<file path="src/rtl/dbus_arbiter.sv">
// Two-master data-bus arbiter: serialises master 0/1 onto one slave port,
// routes ack/read data back to the owner, and forces an ack on slave timeout.
module dbus_arbiter #(
  parameter bit          p_rr      = 1'b1,
  parameter int unsigned p_timeout = 0
) (
  input  logic        i_clk,
  input  logic        i_rst_n,
  input  logic [31:0] m0_addr,
  input  logic [3:0]  m0_be,
  input  logic        m0_wr_en,
  input  logic [31:0] m0_wr_data,
  input  logic        m0_rd_en,
  output logic [31:0] m0_rd_data,
  output logic        m0_busy,
  output logic        m0_ack,
  input  logic [31:0] m1_addr,
  input  logic [3:0]  m1_be,
  input  logic        m1_wr_en,
  input  logic [31:0] m1_wr_data,
  input  logic        m1_rd_en,
  output logic [31:0] m1_rd_data,
  output logic        m1_busy,
  output logic        m1_ack,
  output logic [31:0] s_addr,
  output logic [3:0]  s_be,
  output logic        s_wr_en,
  output logic [31:0] s_wr_data,
  output logic        s_rd_en,
  input  logic [31:0] s_rd_data,
  input  logic        s_busy,
  input  logic        s_ack,
  output logic [1:0]  o_grant,
  output logic        o_timeout
);

  localparam int unsigned CNT_W = 8;
  // p_timeout == 0 wraps to all-ones here, but TO_EN masks it off
  localparam logic [CNT_W-1:0] TO_LAST = CNT_W'(p_timeout - 1);
  localparam bit               TO_EN   = (p_timeout != 0);

  typedef enum logic [1:0] {IDLE, OWN0, OWN1} state_t;

  state_t             state_q, state_d;
  logic               last_q, last_d;
  logic [CNT_W-1:0]   cnt_q, cnt_d;

  logic        req0, req1;
  logic        force_ack;
  logic        ack;
  logic [31:0] rd_mux;

  assign req0 = m0_rd_en | m0_wr_en;
  assign req1 = m1_rd_en | m1_wr_en;

  always_ff @(posedge i_clk or negedge i_rst_n) begin
    if (!i_rst_n) begin
      state_q <= IDLE;
      last_q  <= 1'b1;
      cnt_q   <= '0;
    end else begin
      state_q <= state_d;
      last_q  <= last_d;
      cnt_q   <= cnt_d;
    end
  end

  // Arbitration, owner routing and timeout; outputs follow the owner combinationally
  always_comb begin
    state_d    = state_q;
    last_d     = last_q;
    cnt_d      = cnt_q;
    s_addr     = '0;
    s_be       = '0;
    s_wr_en    = 1'b0;
    s_wr_data  = '0;
    s_rd_en    = 1'b0;
    o_grant    = 2'b00;
    o_timeout  = 1'b0;
    m0_busy    = req0;
    m1_busy    = req1;
    m0_ack     = 1'b0;
    m1_ack     = 1'b0;
    m0_rd_data = '0;
    m1_rd_data = '0;
    force_ack  = TO_EN && (cnt_q == TO_LAST) && !s_ack;
    ack        = s_ack || force_ack;
    rd_mux     = force_ack ? 32'h0 : s_rd_data;

    case (state_q)
      IDLE: begin
        cnt_d = '0;
        // Tie goes to master 0 under fixed priority or when master 1 was served last
        if (req0 && (!req1 || !p_rr || last_q)) begin
          state_d = OWN0;
        end else if (req1) begin
          state_d = OWN1;
        end
      end
      OWN0: begin
        s_addr     = m0_addr;
        s_be       = m0_be;
        s_wr_en    = m0_wr_en;
        s_wr_data  = m0_wr_data;
        s_rd_en    = m0_rd_en;
        o_grant    = 2'b01;
        o_timeout  = force_ack;
        m0_busy    = s_busy;
        m0_ack     = ack;
        m0_rd_data = rd_mux;
        if (ack) begin
          state_d = IDLE;
          last_d  = 1'b0;
        end else begin
          cnt_d = cnt_q + CNT_W'(1);
        end
      end
      OWN1: begin
        s_addr     = m1_addr;
        s_be       = m1_be;
        s_wr_en    = m1_wr_en;
        s_wr_data  = m1_wr_data;
        s_rd_en    = m1_rd_en;
        o_grant    = 2'b10;
        o_timeout  = force_ack;
        m1_busy    = s_busy;
        m1_ack     = ack;
        m1_rd_data = rd_mux;
        if (ack) begin
          state_d = IDLE;
          last_d  = 1'b1;
        end else begin
          cnt_d = cnt_q + CNT_W'(1);
        end
      end
      default: state_d = IDLE;
    endcase
  end

endmodule

</file>
<file path="config.mk">
export PLATFORM = sky130hd
export DESIGN_NAME = dbus_arbiter
export DESIGN_NICKNAME = d
export VERILOG_FILES = /design/src/rtl/dbus_arbiter.sv
export SDC_FILE = /design/constraint.sdc
export NUM_CORES = 1
export LEC_CHECK = 0
export CAP_MARGIN = 20
export CORE_AREA = 2 2 123 125
export CTS_CLUSTER_DIAMETER = 40
export DETAILED_ROUTE_END_ITERATION = 12
export DIE_AREA = 0 0 125 127
export HOLD_SLACK_MARGIN = 0.15
export PLACE_DENSITY = 0.5
export SYNTH_ARGS = -nofsm -noshare
export SYNTH_HDL_FRONTEND = slang
export SYNTH_SLANG_ARGS = --single-unit
</file>
<file path="constraint.sdc">
create_clock -name i_clk -period 4.3 [get_ports i_clk]
set_input_delay 1.29 -clock i_clk [delete_from_list [all_inputs] [get_ports i_clk]]
set_output_delay 1.29 -clock i_clk [all_outputs]
set_load 0.05 [all_outputs]
</file>
==> impl_metrics.env, run 1 <==
export IMPL_grtUsageTotal=0.1280
export IMPL_clock_path_buffers=2
export IMPL_drtIter0Drc=110
export IMPL_p_seq_frac=0.017
export IMPL_dp_hpwl_um=8982
export IMPL_yosysWarnings=0
export IMPL_combPwrFrac=0.938
export IMPL_multi_input_area_mm2=0.001545
export IMPL_routabilityCongestion=0.8072
export IMPL_mostFrequentLayoutCells="clkdlybuf4s50_1, buf_4, nor2b_1, a22oi_1, and2_1"
export IMPL_p_int_mw=1.290
export IMPL_post_route_period_util=0.8480
export IMPL_coreArea_mm2=0.01442
export IMPL_antenna_found_initial=0
export IMPL_die_w_um=125
export IMPL_final_util=0.3434
export IMPL_ys_seq_elements=3
export IMPL_area_growth_pct=174.5
export IMPL_cts_htree_levels=1
export IMPL_syn_area_mm2=0.001804
export IMPL_cap_viol_max_count=0
export IMPL_seq_area_um2=76.32
export IMPL_pre_cts_ws_ps=647.8
export IMPL_io_buffers=315
export IMPL_crit_fanout=1
export IMPL_fillers=1519
export IMPL_synthCells=265
export IMPL_crit_start="m1_addr[0]"
export IMPL_synthesis_nets=444
export IMPL_max_slew_margin=0.6131
export IMPL_grt_max_degree=106
export IMPL_design_area_mm2=0.004954
export IMPL_clk_insertion_delay_late_ps=230
export IMPL_rows=44
export IMPL_clk_pin_slew_ps=30
export IMPL_cts_made_buffers=3
export IMPL_required_ps=3010
export IMPL_drc=0
export IMPL_ys_seq_area_frac=0.04230
export IMPL_rsz0062_at_grt="false"
export IMPL_r2r_cells=6
export IMPL_period_minus_slack_ps=3646
export IMPL_ctsRootBufferMaster="clkbuf_16"
export IMPL_cts_tree="yes"
export IMPL_avgRoutedWirePerCell_um=15.04
export IMPL_pwr_share_clk=0.045
export IMPL_vdd_drop_max_uv=255.2
export IMPL_tightest_slew_ps=580.4
export IMPL_vias=3124
export IMPL_ioPinCount=317
export IMPL_r2r_start="state_q[1]$_DFFE_PN0P_"
export IMPL_antennaDiodeCount=0
export IMPL_power_density_mw_per_mm2=673.2
export IMPL_critPathCapture="s_addr[0]"
export IMPL_drive_gt1_frac=0.2752
export IMPL_initial_utilization=0.1251
export IMPL_r2r_slack_ps=2180
export IMPL_fmax_mhz=274.3
export IMPL_grt_pass1_vias=3097
export IMPL_vias_per_cell=4.222
export IMPL_power_switching_mw=2.045
export IMPL_ctsResizeCount=0
export IMPL_hold_path_startpoint="last_q$_DFFE_PN1P_"
export IMPL_holdCritPathClass="flop to flop"
export IMPL_worstReg2RegEnd="state_q[1]$_DFFE_PN0P_"
export IMPL_worstSetupStartpointType="input pin"
export IMPL_fin_setup_tns_ps=0
export IMPL_final_common_cell="clkdlybuf4s50_1"
export IMPL_setup_viol=0
export IMPL_finalNonFillerCells=740
export IMPL_ant_nets=0
export IMPL_holdBufCountCts=0
export IMPL_place_area_mm2=0.004875
export IMPL_crit_arrival_ps=2360
export IMPL_post_cts_buffers=0
export IMPL_status="completed"
export IMPL_fin_ws_ps=653.8
export IMPL_wl_um=11130
export IMPL_p_sw_frac=0.6132
export IMPL_ys_types=21
export IMPL_die_h_um=127
export IMPL_leakage_nw=2.055
export IMPL_place_inst=736
export IMPL_nets=736
export IMPL_crit_type="input pin to output port"
export IMPL_final_max_slew_viol_count=0
export IMPL_clock_sinks=3
export IMPL_dieArea_mm2=0.01588
export IMPL_grt_pass1_wl_um=16730
export IMPL_critPathCaptureType="output port"
export IMPL_skew_ps=4.480
export IMPL_grt_overflow=0
export IMPL_hold_viol_final=0
export IMPL_dr_pass1_iters=4
export IMPL_syn_avg_cell_area_um2=6.808
## power groups by stage
stage	Combinational, mW	Clock (mW)	Sequential, mW
after floorplan	2.15	0	0.0508
after global placement	3.15	0	0.0571
after detailed placement	3.17	0	0.0571
after CTS	3.17	0.152	0.0574
after global routing	3.30	0.157	0.0593
final	3.13	0.151	0.0569
## cell families after synthesis
family | synth area share
compound gates | 0.3204
simple gates | 0.4979
other cells | 0.002078
flops | 0.04231
buf+inv | 0.1165
fa+ha+maj | 0.02081
## worst min path at each step
| stage | end | slack (ps) | cells after the start |
|---|---|---|---|
| finish | last_q$_DFFE_PN1P_ | 520 | 1 |
| global route | last_q$_DFFE_PN1P_ | 540 | 1 |
| CTS | last_q$_DFFE_PN1P_ | 530 | 1 |
| detailed placement | last_q$_DFFE_PN1P_ | 520 | 1 |
| global placement | last_q$_DFFE_PN1P_ | 520 | 1 |
| floorplan | last_q$_DFFE_PN1P_ | 500 | 1 |
## worst max-delay path, stage by stage
cell and delay [ps]:
clkdlybuf4s50_1 480, a22oi_1 90, nor2b_1 250, buf_4 250
## Yosys cell counts
master | count | area [µm²]
o32ai_2 | 1 | 16.27
nand2_1 | 1 | 3.750
nor2b_1 | 72 | 450.4
clkbuf_1 | 9 | 33.78
buf_4 | 4 | 30.03
a21o_1 | 1 | 7.510
nor2_1 | 3 | 11.26
dfstp_2 | 1 | 26.28
conb_1 | 1 | 3.750
o32ai_1 | 1 | 8.760
ha_1 | 3 | 37.54
a22oi_1 | 70 | 525.5
dfrtp_1 | 2 | 50.05
and2_4 | 1 | 8.760
buf_2 | 15 | 75.07
buf_6 | 5 | 56.30
nor3_1 | 2 | 10.01
nand2b_4 | 1 | 13.76
inv_1 | 4 | 15.01
a21oi_1 | 4 | 20.02
and2_1 | 64 | 400.4
## flip-flops by register name, indices dropped and copies added, names as in the netlist
register and count:
state_q 2, last_q 1
## stage by stage
step	power (mW)	hold slack, ps
final	3.335	523.9
after global routing	3.520	544.2
after CTS	3.381	526.0
after detailed placement	3.222	520.1
after global placement	3.209	516.6
after floorplan	2.200	498.4
## area by class of cell
class	instances	share of cell area
clock buffer	4	0.01591
multi-input combinational	225	0.3119
timing repair buffer	320	0.6072
inverter	4	0.003031
sequential	3	0.01541
tap	184	0.04648
## per-layer routing
metal / part of all wire / wire length, µm / track usage
met3: 0.10 / 1116 / 0.03727
met1: 0.37 / 4150 / 0.1414
met2: 0.52 / 5772 / 0.2497
met4: 0.0080 / 89 / 0.01373
met5: 0 / 0 / 0
No activity file was read; power rests on OpenSTA's default activity.
==> inputs of run 2 (changes only) <==
--- a/config.mk
+++ b/config.mk
@@ -6,12 +6,12 @@
 export NUM_CORES = 1
 export LEC_CHECK = 0
 export CAP_MARGIN = 20
-export CORE_AREA = 2 2 123 125
+export CORE_AREA = 2 2 124 126
 export CTS_CLUSTER_DIAMETER = 40
 export DETAILED_ROUTE_END_ITERATION = 12
-export DIE_AREA = 0 0 125 127
+export DIE_AREA = 0 0 126 128
 export HOLD_SLACK_MARGIN = 0.15
-export PLACE_DENSITY = 0.5
+export PLACE_DENSITY = 0.49
 export SYNTH_ARGS = -nofsm -noshare
 export SYNTH_HDL_FRONTEND = slang
 export SYNTH_SLANG_ARGS = --single-unit
==> constraint.sdc (replaced) <==
create_clock -name i_clk -period 3.65 [get_ports i_clk]
set_input_delay 1.095 -clock i_clk [delete_from_list [all_inputs] [get_ports i_clk]]
set_output_delay 1.095 -clock i_clk [all_outputs]
set_load 0.05 [all_outputs]
==> impl_metrics.env, run 2 (same netlist as run 1, synthesis figures left out) <==
export IMPL_vias=3074
export IMPL_cts_tree="yes"
export IMPL_whs_path_depth=1
export IMPL_critPathMaxStageDelay_ps=500
export IMPL_status="completed"
export IMPL_r2r_cells=6
export IMPL_vias_per_cell=4.126
export IMPL_ctsRootBufferMaster="clkbuf_16"
export IMPL_crit_type="input pin to output port"
export IMPL_clk_insertion_delay_late_ps=220
export IMPL_cts_htree_levels=1
export IMPL_grt_pass1_wl_um=18200
export IMPL_ctsResizeCount=0
export IMPL_design_area_mm2=0.006550
export IMPL_setup_viol=0
export IMPL_drc=0
export IMPL_fin_ws_ps=320.4
export IMPL_vdd_drop_max_uv=324.1
export IMPL_clock_sinks=3
export IMPL_holdBufCountCts=0
export IMPL_grt_pass1_vias=3106
export IMPL_skew_ps=2.277
export IMPL_rsz0062_at_grt="false"
export IMPL_nets=737
export IMPL_ioPinCount=317
export IMPL_avgRoutedWirePerCell_um=16.69
export IMPL_io_buffers=315
export IMPL_final_common_cell="clkdlybuf4s50_1"
export IMPL_grt_max_degree=72
export IMPL_fmax_mhz=300.3
export IMPL_crit_chain="clkdlybuf4s50_1 > nor3_1 > a21oi_1 > buf_12"
export IMPL_critPathCaptureType="output port"
export IMPL_worstSetupStartpointType="input pin"
export IMPL_ant_nets=0
export IMPL_hold_viol_final=0
export IMPL_grt_overflow=0
export IMPL_area_growth_pct=263.0
export IMPL_place_area_mm2=0.006471
export IMPL_cap_viol_max_count=0
export IMPL_drive_gt1_frac=0.2801
export IMPL_die_w_um=126
export IMPL_holdCritPathClass="flop to flop"
export IMPL_period_minus_slack_ps=3330
export IMPL_clock_path_buffers=2
export IMPL_largest_reg_flops=2
export IMPL_die_h_um=128
export IMPL_post_cts_buffers=0
export IMPL_path_buf_inv=2
export IMPL_finalNonFillerCells=745
export IMPL_mostFrequentLayoutCells="clkdlybuf4s50_1, buf_12, nor2b_1, a22oi_1, and2_1"
export IMPL_rows=45
export IMPL_crit_arrival_ps=2230
export IMPL_path_delay_family="buffers and inverters"
export IMPL_drtIter0Drc=62
export IMPL_reg_largest_list="state_q x2, last_q x1"
export IMPL_antenna_found_initial=0
export IMPL_cp_num_cells=4
export IMPL_dr_pass1_iters=4
export IMPL_leakage_nw=2.443
export IMPL_power_density_mw_per_mm2=766.4
export IMPL_coreArea_mm2=0.01486
export IMPL_fillers=1421
export IMPL_dp_hpwl_um=10670
export IMPL_required_ps=2550
export IMPL_wl_um=12430
export IMPL_dieArea_mm2=0.01613
export IMPL_clk_pin_slew_ps=30
export IMPL_crit_slowest_cell="clkdlybuf4s50_1"
export IMPL_antennaDiodeCount=0
export IMPL_post_route_period_util=0.9122
export IMPL_cts_made_buffers=3
export IMPL_fin_setup_tns_ps=0
export IMPL_place_inst=741
export IMPL_final_max_slew_viol_count=0
export IMPL_routabilityCongestion=0.7905
export IMPL_top_register="state_q"
export IMPL_initial_utilization=0.1214
export IMPL_crit_fanout=3
export IMPL_pre_cts_ws_ps=323.1
export IMPL_grtUsageTotal=0.1417
[run 2: power breakdown]
group | switching (mW) | internal (mW)
combinational | 2.58 | 2.20
sequential | 0.0141 | 0.0533
clock | 0.0289 | 0.144
[run 2: final timing paths]
check | endpoint | slack (ps) | from
worst max-delay path | m1_busy | 320 | m1_wr_en
worst min-delay path | last_q$_DFFE_PN1P_ | 520 | last_q$_DFFE_PN1P_
worst max register to register | state_q[1]$_DFFE_PN0P_ | 1880 | state_q[1]$_DFFE_PN0P_
worst min register to register | last_q$_DFFE_PN1P_ | 520 | last_q$_DFFE_PN1P_
max in group asynchronous | last_q$_DFFE_PN1P_ | 2360 | i_rst_n
min in group asynchronous | state_q[1]$_DFFE_PN0P_ | 1060 | i_rst_n
[run 2: layout make-up]
| cell class | instances | area, µm² | area share |
|---|---|---|---|
| timing repair buffer | 321 | 4599 | 0.7022 |
| multi-input combinational | 225 | 1545 | 0.2359 |
| tap | 188 | 235.2 | 0.03591 |
| clock buffer | 4 | 78.83 | 0.01203 |
| sequential | 3 | 76.32 | 0.01165 |
| inverter | 4 | 15.01 | 0.002292 |
[run 2: metrics by stage]
stage                 util  hold slack (ps)  total power, mW
global placement    0.4354            511.2            4.869
detailed placement  0.4354            516.6            4.901
finish              0.4407            524.3            5.020
floorplan                -            498.4            2.592
global route        0.4407            543.0            5.230
CTS                 0.4407            523.0            5.087
[run 2: worst register-to-register path: stages (launching register included)]
cell	delay, ps
dfrtp_1	390
inv_1	170
ha_2	310
buf_4	220
nor2b_1	180
nand2b_4	140
o32ai_2	250
[run 2: metal layers]
metal | global-route usage | wire length [µm]
met1 | 0.1467 | 4380
met5 | 0 | 0
met4 | 0.01810 | 105
met3 | 0.03631 | 1069
met2 | 0.2903 | 6878
